===== config.mk =====
export PLATFORM = sky130hd
export DESIGN_NAME = mem_port_arbiter
export DESIGN_NICKNAME = d
export VERILOG_FILES = /design/src/rtl/mem_port_arbiter.sv
export SDC_FILE = /design/constraint.sdc
export NUM_CORES = 1
export LEC_CHECK = 0
export CAP_MARGIN = 10
export CELL_PAD_IN_SITES_DETAIL_PLACEMENT = 0
export CELL_PAD_IN_SITES_GLOBAL_PLACEMENT = 1
export CORE_MARGIN = 2
export CORE_UTILIZATION = 33
export CTS_CLUSTER_DIAMETER = 100
export DETAILED_ROUTE_END_ITERATION = 8
export GPL_TIMING_DRIVEN = 0
export HOLD_SLACK_MARGIN = 0.02
export PLACE_DENSITY_LB_ADDON = 0.12
export SYNTH_ARGS = -nofsm -noshare
export SYNTH_HDL_FRONTEND = slang
export SYNTH_SLANG_ARGS = --single-unit

===== constraint.sdc =====
create_clock -name clk -period 14 [get_ports clk]
set_input_delay 2.8 -clock clk [delete_from_list [all_inputs] [get_ports clk]]
set_output_delay 2.8 -clock clk [all_outputs]
set_load 0.005 [all_outputs]

===== src/rtl/mem_port_arbiter.sv =====
// Shares one fixed-latency memory between the CPU and a debug/loader port.
// Access takes LAT+2 cycles (sample, LAT strobe cycles, ack); requesters stall until their ack pulse.
module mem_port_arbiter #(
  parameter int AW         = 32,
  parameter int DW         = 32,
  parameter int LAT        = 2,
  parameter int STARVE_MAX = 4
) (
  input  logic          clk,
  input  logic          rst,
  input  logic          cpu_req,
  input  logic          cpu_we,
  input  logic [AW-1:0] cpu_addr,
  input  logic [DW-1:0] cpu_wdata,
  output logic [DW-1:0] cpu_rdata,
  output logic          cpu_ack,
  input  logic          dbg_req,
  input  logic          dbg_we,
  input  logic [AW-1:0] dbg_addr,
  input  logic [DW-1:0] dbg_wdata,
  output logic [DW-1:0] dbg_rdata,
  output logic          dbg_ack,
  output logic [AW-1:0] mem_addr,
  output logic [DW-1:0] mem_wdata,
  output logic          mem_rd,
  output logic          mem_wr,
  input  logic [DW-1:0] mem_rdata,
  output logic          owner,
  output logic          busy
);

  typedef enum logic [1:0] {
    IDLE = 2'd0,
    BUSY = 2'd1,
    DONE = 2'd2
  } state_t;

  localparam int CW = (LAT > 1) ? $clog2(LAT) : 1;
  localparam int SW = $clog2(STARVE_MAX + 1);

  state_t        state, state_nxt;
  logic [CW-1:0] lat_cnt;
  logic [SW-1:0] starve_cnt;
  logic          we_q;
  logic          any_req;
  logic          grant_dbg;

  assign any_req = cpu_req | dbg_req;

  // Debug wins when alone, or when the CPU has used up its bounded priority.
  assign grant_dbg = dbg_req & (~cpu_req | (starve_cnt == SW'(STARVE_MAX)));

  always_ff @(posedge clk or posedge rst) begin
    if (rst) begin
      state <= IDLE;
    end else begin
      state <= state_nxt;
    end
  end

  always_comb begin
    state_nxt = state;
    case (state)
      IDLE:    if (any_req) state_nxt = BUSY;
      BUSY:    if (lat_cnt == '0) state_nxt = DONE;
      DONE:    state_nxt = IDLE;
      default: state_nxt = IDLE;
    endcase
  end

  always_ff @(posedge clk or posedge rst) begin
    if (rst) begin
      lat_cnt    <= '0;
      starve_cnt <= '0;
      we_q       <= 1'b0;
      owner      <= 1'b0;
      mem_addr   <= '0;
      mem_wdata  <= '0;
      cpu_rdata  <= '0;
      dbg_rdata  <= '0;
    end else begin
      case (state)
        IDLE: begin
          // A CPU win with debug waiting is the only way to grow the counter.
          if (!dbg_req || grant_dbg) begin
            starve_cnt <= '0;
          end else if (starve_cnt != SW'(STARVE_MAX)) begin
            starve_cnt <= starve_cnt + 1'b1;
          end
          if (any_req) begin
            owner     <= grant_dbg;
            we_q      <= grant_dbg ? dbg_we    : cpu_we;
            mem_addr  <= grant_dbg ? dbg_addr  : cpu_addr;
            mem_wdata <= grant_dbg ? dbg_wdata : cpu_wdata;
            lat_cnt   <= CW'(LAT - 1);
          end
        end
        BUSY: begin
          if (lat_cnt == '0) begin
            if (!we_q) begin
              if (owner) dbg_rdata <= mem_rdata;
              else       cpu_rdata <= mem_rdata;
            end
          end else begin
            lat_cnt <= lat_cnt - 1'b1;
          end
        end
        default: ;
      endcase
    end
  end

  // Strobes and acks decode straight from state so reset kills them immediately.
  assign mem_rd  = (state == BUSY) & ~we_q;
  assign mem_wr  = (state == BUSY) &  we_q;
  assign cpu_ack = (state == DONE) & ~owner;
  assign dbg_ack = (state == DONE) &  owner;
  assign busy    = (state != IDLE);

endmodule


==> flow_summary.json <==
{
  "async_reset_ff_share_pct": 100,
  "seqCellArea_mm2": 0.00340,
  "rr_endpoint": "mem_wdata[8]",
  "fin_area_mm2": 0.0102,
  "grt_max_degree": 81,
  "timing.fmax_mhz": 174,
  "fp.coreArea_mm2": 0.0186,
  "required_ns": 11.20,
  "cts_buffers": 17,
  "power_density_mw_per_mm2": 214,
  "start_kind": "register",
  "ys_ff_latch": 136,
  "drt_iter0_drc": 287,
  "cpPeakStageDelay_ns": 0.73,
  "vias": 6028,
  "maxSlewViolCount": 0,
  "synth_edf_count": 0,
  "chipHeight_um": 142,
  "root_buffer": "clkbuf_16",
  "multi_input_area_mm2": 0.00257,
  "antenna_found_initial": 0,
  "cpMaxStageDelayCell": "nor2_1",
  "p_leak_uw": 0.00399,
  "grt_use_total_pct": 22.0,
  "antennaDiodeCount": 0,
  "worstPathMaxFanout": 10,
  "clockBufferDepth": 2,
  "grt_overflow": 0,
  "htreeDepth": 4,
  "insertion_delay_ns": 0.42,
  "synth.largest_area_cell": "dfrtp_1",
  "fillers": 1611,
  "cp.arrival_ns": 2.95,
  "cts_tree": "yes",
  "min_from": "cpu_rdata[22]",
  "fin_crit_sh_pct": 41.1,
  "period_minus_slack_ns": 5.75,
  "die-area_mm2": 0.0201,
  "die_width_um": 142,
  "synth_area_leaders": "dfrtp_1 54%, o211ai_1 7.8%, mux2_4 7.2%",
  "ys_types": 27,
  "cts_num_sinks": 136,
  "initial_utilization_pct": 33.6,
  "status": "finished, final reports clean",
  "dpl.hpwl_um": 16200,
  "drtAntennaViolNets": 0,
  "synthFlopType": "dfrtp_1",
  "reg2regPathDepth": 5,
  "ir_drop_mv": 0.0820,
  "worst_slew_pin_slew_ns": 0.937,
  "hold_end": "cpu_rdata[22]",
  "avgViaCountPerCell": 5.35,
  "r2r_setup_slack_ns": 11.42,
  "hold_path.class": "reg2reg",
  "synth_top_area_share_pct": 54.3,
  "rows": 50,
  "ioPinCount": 300,
  "hold_path_depth": 1,
  "rsz0062_at_grt": "false",
  "slew_headroom_pct": 37.3,
  "cts.hold.buffers_added": 0,
  "port_buffers": 298,
  "netlist_instances": 561,
  "wirelength_um": 22000,
  "r2r-start": "state[0]",
  "cts_setup_buffers": 0,
  "finalSetupViolCount": 0,
  "grt_pass1_wl_um": 34700,
  "dpl_cell_area_mm2": 0.00958,
  "drive_gt1_share_pct": 12.0,
  "hold_viol_final": 0,
  "grt_pass1_vias": 6350,
  "synth_most_common_cell": "dfrtp_1",
  "end_kind": "output pin",
  "avgSynthCellArea_um2": 11.2,
  "layout.nets": 1047,
  "cts_resized": 0,
  "drc": 0,
  "max_cap_viol_count": 0,
  "synth_common_cells": "136 x dfrtp_1, 68 x o21ai_0, 66 x nand3_1, 66 x nand4_1, 65 x o211ai_1",
  "place_congestion": 0.828,
  "worstPathCellList": "nor2_1, inv_1, clkbuf_1, clkbuf_1, clkdlybuf4s50_1",
  "area_delta_synth_final_pct": 62.3,
  "fin_tns_setup_ns": 0,
  "wl_per_cell_um": 19.5,
  "synthesis.area_mm2": 0.00627,
  "syn-num-nets": 729,
  "first_pass_iters": 5,
  "crit_top_cell": "clkbuf_1",
  "fin_skew_ns": 0.00907,
  "yosysSeqAreaShare_pct": 54.3,
  "clkTransAtPathRegs_ns": 0.06,
  "yosys_warnings": 0,
  "critical_path_class": "reg2out"
}
-- cell families after synthesis --
| group | Yosys count | share of synthesized area, % |
|---|---|---|
| mux | 65 | 13.5 |
| flops | 136 | 54.3 |
| fa+ha+maj | 2 | 0.399 |
| simple gates | 149 | 13.4 |
| buf+inv | 72 | 4.75 |
| compound gates | 137 | 13.7 |
-- sequential cells by signal, summed over array words and instances, names as in the netlist --
name,flops
cpu_rdata,32
owner,1
mem_wdata,32
we_q,1
starve_cnt,3
mem_addr,32
dbg_rdata,32
lat_cnt,1
state,2
-- power by group --
group,total (uW),internal (uW),switching (uW),leakage (uW)
Combinational,1020,596,424,0.00207
Sequential,700,593,108,0.00163
Clock,453,273,180,0.000288
Total,2170,1460,711,0.00399
-- how the worst max path moves through the flow --
stage,slack (ns),endpoint,start,depth (start not counted)
after global placement,5.50,cpu_rdata[24],rst,2
final,8.25,busy,state[0],5
after detailed placement,8.60,busy,state[0],5
after CTS,8.14,busy,state[0],5
after global routing,7.99,busy,state[0],5
after floorplan,7.56,cpu_rdata[0],rst,1
-- placed cells by master, fill, tap and decap left out, drive strengths merged, types with 2 or more instances in the layout --
cell | synthesis | final
buf | 16 | 17
dfrtp | 136 | 136
nand3 | 66 | 66
ha | 2 | 2
inv | 8 | 11
bufinv | 0 | 2
clkbuf | 48 | 67
o211ai | 65 | 65
nor2 | 5 | 5
clkinv | 0 | 5
clkdlybuf4s50 | 0 | 298
o21ai | 68 | 68
nand2 | 5 | 5
clkinvlp | 0 | 3
mux2 | 65 | 65
nand4 | 66 | 66
-- layout make-up --
type	instances	area share (%)
timing repair buffer	299	29.6
clock buffer	19	4.45
multi-input combinational	353	25.2
sequential	136	33.5
tap	234	2.88
inverter	8	0.344
buffer	64	2.63
clock inverter	13	1.41
-- worst max-delay path, delay by kind of cell (launching register included) --
family / cells / cell delay (ns)
buf+inv: 4 / 1.39
flops: 1 / 0.41
simple gates: 1 / 0.73
-- per-stage QoR --
step / power (uW) / setup slack [ns] / utilization [%] / hold WS [ns] / cells
2_1_floorplan: 1140 / 7.56 / - / 0.482 / 561
3_3_place_gp: 1710 / 5.50 / 51.2 / 0.471 / 1093
3_5_place_dp: 1730 / 8.60 / 51.4 / 0.478 / 1094
4_1_cts: 2200 / 8.14 / 54.6 / 0.493 / 1126
5_1_grt: 2320 / 7.99 / 54.6 / 0.510 / 1126
6_report: 2170 / 8.25 / 54.6 / 0.489 / 1126
-- routing by layer --
layer	vias up	share of wire (%)	track usage (%)
met5	-	0	0
met2	284	47	36.2
met4	0	1.6	6.26
met1	2962	43	27.9
met3	29	8.8	7.15
li1	2753	-	-
No activity file was read; power rests on OpenSTA's default activity.
